==> src/rtl/hwag_out_sched_if.sv <==
// rtl/hwag_out_sched_if.sv - angle programming write port for hwag_out_sched
//
// Signals:
//   wr_valid  write request (master -> slave)
//   wr_ready  write accepted when wr_valid & wr_ready (slave -> master)
//   wr_addr   register address (master -> slave)
//   wr_data   write data (master -> slave)
//   wr_err    one-cycle pulse: accepted write was rejected (slave -> master)
interface hwag_out_sched_if #(
  parameter int ACNT_WIDTH = 24
);
  logic                  wr_valid;
  logic                  wr_ready;
  logic [3:0]            wr_addr;
  logic [ACNT_WIDTH-1:0] wr_data;
  logic                  wr_err;

  modport master (
    output wr_valid,
    output wr_addr,
    output wr_data,
    input  wr_ready,
    input  wr_err
  );

  modport slave (
    input  wr_valid,
    input  wr_addr,
    input  wr_data,
    output wr_ready,
    output wr_err
  );
endinterface

==> src/rtl/hwag_out_sched.sv <==
// rtl/hwag_out_sched.sv - angle-window output scheduler with revolution-boundary commit
//
// Ports:
//   clk         clock, rising edge
//   rst         asynchronous active-low reset
//   sync_ok     angle generator synchronised
//   acnt        current angle counter value
//   acnt_step   pulse: acnt advanced this cycle
//   rev_pulse   pulse: acnt wrapped from MAX_ANGLE to 0
//   wr          register write port (slave side)
//   ch_out      per-channel window outputs
//   ch_pending  per-channel staged angles awaiting commit
//
// Register map: 2k = set angle of channel k, 2k+1 = reset angle of channel k,
// 8 = enable mask. Everything else is rejected with wr_err.
module hwag_out_sched #(
  parameter int CH_NUM     = 4,
  parameter int ACNT_WIDTH = 24,
  parameter int MAX_ANGLE  = 3839
) (
  input  logic                  clk,
  input  logic                  rst,
  input  logic                  sync_ok,
  input  logic [ACNT_WIDTH-1:0] acnt,
  input  logic                  acnt_step,
  input  logic                  rev_pulse,
  hwag_out_sched_if.slave       wr,
  output logic [CH_NUM-1:0]     ch_out,
  output logic [CH_NUM-1:0]     ch_pending
);

  localparam logic [ACNT_WIDTH-1:0] MAX_A    = ACNT_WIDTH'(MAX_ANGLE);
  localparam logic [4:0]            ANG_ADDR = 5'(2 * CH_NUM);

  typedef enum logic [1:0] {
    ST_DIS,
    ST_WAIT,
    ST_ACTIVE
  } ch_state_t;

  ch_state_t state_q [CH_NUM];
  ch_state_t state_d [CH_NUM];

  logic [ACNT_WIDTH-1:0] act_set [CH_NUM];
  logic [ACNT_WIDTH-1:0] act_rst [CH_NUM];
  logic [ACNT_WIDTH-1:0] stg_set [CH_NUM];
  logic [ACNT_WIDTH-1:0] stg_rst [CH_NUM];
  logic [CH_NUM-1:0]     en_mask;
  logic [CH_NUM-1:0]     pending;
  logic                  wr_err_q;

  // Write decode
  logic       wr_is_mask;
  logic       wr_is_angle;
  logic       wr_range_ok;
  logic [2:0] wr_ch;
  logic       wr_hi;
  logic       wr_accept;
  logic       wr_ready_c;

  // Channels committing staged angles this cycle
  logic [CH_NUM-1:0] commit;

  assign wr_is_mask  = (wr.wr_addr == 4'd8);
  // The mask address wins if a wide configuration would overlap it.
  assign wr_is_angle = !wr_is_mask && ({1'b0, wr.wr_addr} < ANG_ADDR);
  assign wr_range_ok = (wr.wr_data <= MAX_A);
  assign wr_ch       = wr.wr_addr[3:1];
  assign wr_hi       = wr.wr_addr[0];

  // A channel only commits at a revolution boundary while it is not inside
  // a window, so an open window always closes on the angles it opened with.
  always_comb begin
    commit = '0;
    for (int k = 0; k < CH_NUM; k++) begin
      commit[k] = rev_pulse && pending[k] && (state_q[k] != ST_ACTIVE);
    end
  end

  // Stall a write that would race the staging->active copy of its channel.
  always_comb begin
    wr_ready_c = 1'b1;
    for (int k = 0; k < CH_NUM; k++) begin
      if (wr_is_angle && (wr_ch == 3'(k)) && commit[k]) begin
        wr_ready_c = 1'b0;
      end
    end
  end

  assign wr_accept   = wr.wr_valid && wr_ready_c;
  assign wr.wr_ready = wr_ready_c;
  assign wr.wr_err   = wr_err_q;
  assign ch_pending  = pending;

  // Register file, staging and commit
  always_ff @(posedge clk or negedge rst) begin
    if (!rst) begin
      en_mask  <= '0;
      pending  <= '0;
      wr_err_q <= 1'b0;
      for (int k = 0; k < CH_NUM; k++) begin
        act_set[k] <= '0;
        act_rst[k] <= '0;
        stg_set[k] <= '0;
        stg_rst[k] <= '0;
      end
    end else begin
      wr_err_q <= 1'b0;

      for (int k = 0; k < CH_NUM; k++) begin
        if (commit[k]) begin
          act_set[k] <= stg_set[k];
          act_rst[k] <= stg_rst[k];
          pending[k] <= 1'b0;
        end
      end

      // A write never targets a committing channel (wr_ready blocks it),
      // so the staging update below cannot collide with the copy above.
      if (wr_accept) begin
        if (wr_is_mask) begin
          en_mask <= wr.wr_data[CH_NUM-1:0];
        end else if (wr_is_angle && wr_range_ok) begin
          for (int k = 0; k < CH_NUM; k++) begin
            if (wr_ch == 3'(k)) begin
              if (wr_hi) begin
                stg_rst[k] <= wr.wr_data;
              end else begin
                stg_set[k] <= wr.wr_data;
              end
              pending[k] <= 1'b1;
            end
          end
        end else begin
          wr_err_q <= 1'b1;
        end
      end
    end
  end

  // Channel FSM state register
  always_ff @(posedge clk or negedge rst) begin
    if (!rst) begin
      for (int k = 0; k < CH_NUM; k++) begin
        state_q[k] <= ST_DIS;
      end
    end else begin
      for (int k = 0; k < CH_NUM; k++) begin
        state_q[k] <= state_d[k];
      end
    end
  end

  // Channel FSM next state. Matching is pure equality on step cycles, so a
  // window that spans the wrap needs no special case. set==reset is an empty
  // window and never opens.
  always_comb begin
    for (int k = 0; k < CH_NUM; k++) begin
      state_d[k] = state_q[k];
      if (!en_mask[k] || !sync_ok) begin
        state_d[k] = ST_DIS;
      end else begin
        case (state_q[k])
          ST_DIS: begin
            state_d[k] = ST_WAIT;
          end
          ST_WAIT: begin
            if (acnt_step && (acnt == act_set[k]) && (act_set[k] != act_rst[k])) begin
              state_d[k] = ST_ACTIVE;
            end
          end
          ST_ACTIVE: begin
            if (acnt_step && (acnt == act_rst[k])) begin
              state_d[k] = ST_WAIT;
            end
          end
          default: begin
            state_d[k] = ST_DIS;
          end
        endcase
      end
    end
  end

  // Output follows the state register directly, so reset clears it at once.
  always_comb begin
    ch_out = '0;
    for (int k = 0; k < CH_NUM; k++) begin
      ch_out[k] = (state_q[k] == ST_ACTIVE);
    end
  end

endmodule

==> src/flat_wrapper.sv <==
// flat-port wrapper written by rule: the top's interface ports become plain ports
module hwag_out_sched_flat 
#(
  parameter int CH_NUM     = 4,
  parameter int ACNT_WIDTH = 24,
  parameter int MAX_ANGLE  = 3839
)
  (clk, rst, sync_ok, acnt, acnt_step, rev_pulse, ch_out, ch_pending, wr_wr_valid, wr_wr_addr, wr_wr_data, wr_wr_ready, wr_wr_err);
  hwag_out_sched_if #(.ACNT_WIDTH(ACNT_WIDTH)) wr_i ();
  input  logic clk;
  input  logic rst;
  input  logic sync_ok;
  input  logic [ACNT_WIDTH-1:0] acnt;
  input  logic acnt_step;
  input  logic rev_pulse;
  output logic [CH_NUM-1:0] ch_out;
  output logic [CH_NUM-1:0] ch_pending;
  input wire logic [$bits(wr_i.wr_valid)-1:0] wr_wr_valid;
  input wire logic [$bits(wr_i.wr_addr)-1:0] wr_wr_addr;
  input wire logic [$bits(wr_i.wr_data)-1:0] wr_wr_data;
  output wire logic [$bits(wr_i.wr_ready)-1:0] wr_wr_ready;
  output wire logic [$bits(wr_i.wr_err)-1:0] wr_wr_err;
  assign wr_i.wr_valid = wr_wr_valid;
  assign wr_i.wr_addr = wr_wr_addr;
  assign wr_i.wr_data = wr_wr_data;
  assign wr_wr_ready = wr_i.wr_ready;
  assign wr_wr_err = wr_i.wr_err;
  hwag_out_sched #(.CH_NUM(CH_NUM), .ACNT_WIDTH(ACNT_WIDTH), .MAX_ANGLE(MAX_ANGLE)) u_core (.clk(clk), .rst(rst), .sync_ok(sync_ok), .acnt(acnt), .acnt_step(acnt_step), .rev_pulse(rev_pulse), .wr(wr_i), .ch_out(ch_out), .ch_pending(ch_pending));
endmodule
==> config.mk <==
export PLATFORM = sky130hd
export DESIGN_NAME = hwag_out_sched_flat
export DESIGN_NICKNAME = d
export VERILOG_FILES = /design/src/rtl/hwag_out_sched_if.sv /design/src/rtl/hwag_out_sched.sv /design/src/flat_wrapper.sv
export SDC_FILE = /design/constraint.sdc
export NUM_CORES = 1
export LEC_CHECK = 0
export ABC_AREA = 1
export CELL_PAD_IN_SITES_DETAIL_PLACEMENT = 0
export CELL_PAD_IN_SITES_GLOBAL_PLACEMENT = 1
export CORE_MARGIN = 4
export CORE_UTILIZATION = 41
export DETAILED_ROUTE_END_ITERATION = 8
export PLACE_DENSITY = 0.87
export SYNTH_ARGS = -nofsm -noshare
export SYNTH_HDL_FRONTEND = slang
export SYNTH_SLANG_ARGS = --single-unit
==> constraint.sdc <==
create_clock -name clk -period 1.4 [get_ports clk]
set_input_delay 0.28 -clock clk [delete_from_list [all_inputs] [get_ports clk]]
set_output_delay 0.28 -clock clk [all_outputs]
set_load 0.05 [all_outputs]
==> flow_metrics.tcl <==
set metrics [dict create \
    outcome "complete, but fails checks" \
    violations "setup timing" \
    yosysSeqAreaShare_pct 50.9 \
    setup_slack_ns -0.733 \
    cts_tree "built" \
    synth.area.mux_share_pct 0.229 \
    layout-drive-gt1-share_pct 25.4 \
    drcViolationCount 0 \
    p_switching_uw 6430 \
    hold_viol 0 \
    synth_area_per_cell_sq_um 7.38 \
    clkSinkCount 401 \
    p_leak_uw 0.0143 \
    ios 68 \
    maxCapViolations 0 \
    first_global_vias 18400 \
    cts_buffers 43 \
    yosys.area_share.simple_pct 29.9 \
    finalSetupViolations 250 \
    syn-instance-count 2671 \
    cts_buffer_depth 3 \
    synth_compound_gate_area_share_pct 6.02 \
    first_pass_iters 5 \
    synthAdderAreaFrac_pct 0 \
    start_kind "flop" \
    clock_latency_ns 0.59 \
    gp_congestion 0.948 \
    max-vdd-ir-drop_v 0.000732 \
    ys_seq_elements 401 \
    synth_common_cells "nand2_1 (1,004), dfrtp_1 (401), inv_1 (329)" \
    netlist_area_sq_um 19700 \
    coreArea_sq_um 47600 \
    critPathKind "flop to output port" \
    crit_fanout 2 \
    skew_ns 0.0180 \
    syn2layout_area_growth_pct 38.7 \
    min-delay-path-class "primary input to asynchronous set/reset pin" \
    critPathArrivalTime_ns 1.85 \
    relSlewSlack_pct 71.5 \
    ys_async_sr_fraction_pct 100 \
    grt_max_degree 62 \
    design_area_sq_um 27300 \
    yosys-top-cells-area "dfrtp_1 (51%), nand2_1 (19%), inv_1 (6.3%)" \
    port_buffers 67 \
    vias_per_cell 5.19 \
    fmax_mhz 469 \
    worst-endpoint-required_ns 1.12 \
    switching_share_pct 24.5 \
    critPathCaptureType "output port" \
    antenna_found_initial 1 \
    vias 18900 \
    post-route-util_pct 57.4 \
    fin_crit_sh_pct 152 \
    die_h_um 227 \
    postRouteAntennaNets 0 \
    wirelength_um 73300 \
    p_per_area_nw_per_um2 958 \
    synth_ff_type "dfrtp_1" \
    tightest_slew_ns 0.427 \
    clk_pin_slew_worst_paths_ns 0.06 \
    dieArea_sq_um 51600 \
    root_buffer "clkbuf_16" \
    htree_levels 2 \
    synth_edf_count 0 \
    yosysTopAreaCell "dfrtp_1" \
    final_cells 3638 \
    synth_cell_types 28 \
    dp_cells 3453 \
    yosysMostFrequentCell "nand2_1" \
    place_area_sq_um 22700 \
    pwr-share-seq_pct 44.9 \
    fin_nets 3050 \
    p_int_uw 19800 \
    grtUsageTotal_pct 27.7 \
    grt_pass1_wl_um 108000 \
    yosysTopAreaCellShare_pct 50.9 \
    drv_slew 0 \
    syn_nets 2729 \
    grt_overflow 0 \
    min_period_ns 2.13 \
    dieWidth_um 227 \
    synth_warnings 0 \
    dp_hpwl_um 48400 \
    synth_xor_area_share_pct 3.78 \
    synth_top_family_by_area "simple AND/OR/NAND/NOR gates" \
    combPwrFrac_pct 9.3 \
    rsz0062_at_grt "yes" \
    start_util_pct 41.4 \
    drt_iter0_markers 2017 \
    clock_power_share_pct 45.7 \
    placementRows 80 \
    avgRoutedWirePerCell_um 20.2 \
]
[cells in the final DEF, fill, tap and decap left out, types with 18 or more instances in the layout]
master / netlist / final
inv_1: 329 / 291
nand4_1: 19 / 19
dfrtp_1: 401 / 389
nand3_1: 127 / 91
nand2_4: 0 / 32
nor2_2: 3 / 72
buf_12: 0 / 54
clkbuf_16: 0 / 48
buf_16: 0 / 18
o21ai_0: 175 / 153
xor2_1: 57 / 57
inv_2: 8 / 27
nand2_2: 8 / 129
clkdlybuf4s50_1: 0 / 36
nor2_1: 322 / 241
buf_6: 1 / 39
nand3_2: 0 / 31
nand2_1: 1004 / 841
a21oi_1: 56 / 56
buf_4: 16 / 194
xnor2_1: 28 / 24
[metal layers]
layer | part of all wire (%) | vias up | GRT usage [%]
met1 | 41 | 9059 | 37.6
met2 | 44 | 865 | 42.4
met4 | 4.4 | 0 | 11.4
li1 | - | 8746 | -
met3 | 10 | 200 | 7.63
met5 | 0 | - | 0
[final timing paths]
kind	from	endpoint	slack, ns	depth (start not counted)
max	u_core.state_q[6]	wr_wr_ready	-0.73	8
min	rst	u_core.stg_set[15]	0.14	2
max reg2reg	u_core.state_q[6]	u_core.stg_set[4]	-0.72	13
min reg2reg	u_core.stg_set[37]	u_core.act_set[37]	0.47	2
max in group asynchronous	rst	u_core.act_rst[44]	0.50	4
min in group clk	wr_wr_data[7]	u_core.stg_rst[79]	0.46	4
[sequential cells by signal (all words and copies together) (netlist names)]
signal	count
u_core.stg_rst	96
u_core.wr.wr_err	1
u_core.state_q	8
u_core.act_rst	96
u_core.en_mask	4
u_core.act_set	96
u_core.ch_pending	4
u_core.stg_set	96
[through the flow]
| step | hold WS [ns] | setup slack [ns] | total power, uW | TNS [ns] |
|---|---|---|---|---|
| finish | 0.140 | -0.733 | 26200 | -125.38 |
| CTS | 0.130 | -0.788 | 26100 | -96.79 |
| detailed placement | 0.153 | -1.24 | 14000 | -351.13 |
| global route | 0.154 | -0.793 | 26900 | -143.40 |
| global placement | 0.149 | -1.25 | 14000 | -341.04 |
| floorplan | -0.0156 | -0.344 | 12700 | -66.38 |
[cell type report]
class                   count  area (sq um)
fillers                  4115         20300
well taps                 615           769
repair buffers            379          4390
inverters                 339          1420
multi-input cells        1821          9140
flip-flops and latches    401         10000
clock buffers              61          1250
repair inverters            7           114
diodes                      1          2.50
clock inverters            14           211
[what timing repair did]
item                       in CTS  in global routing
setup endpoints to repair     411                340
pin swaps                      42                106
hold endpoints to repair      261                  0
setup buffers                  51                 38
cloned                         26                  4
hold buffers                    1                  0
resized for setup             353                274
[cell families after synthesis]
group	after synthesis
simple gates	1497
compound gates	235
mux	4
buf+inv	449
flops	401
xor+xnor	85
[power by group through the flow]
stage	clock network [uW]	registers, uW	logic [uW]
floorplan	0	12000	722
global placement	0	12000	2010
detailed placement	0	12000	2040
CTS	12100	11800	2280
global route	12500	11800	2590
finish	12000	11800	2440
[critical path, cell delays in order, from the launching register on]
cell and delay, ns:
dfrtp_1 0.41, nor2_4 0.24, nor2_4 0.06, nand2_1 0.06
and2_4 0.15, nand2_4 0.05, buf_6 0.12, inv_4 0.04
buf_8 0.13
Note: power is estimated with default switching activity, not from simulation.
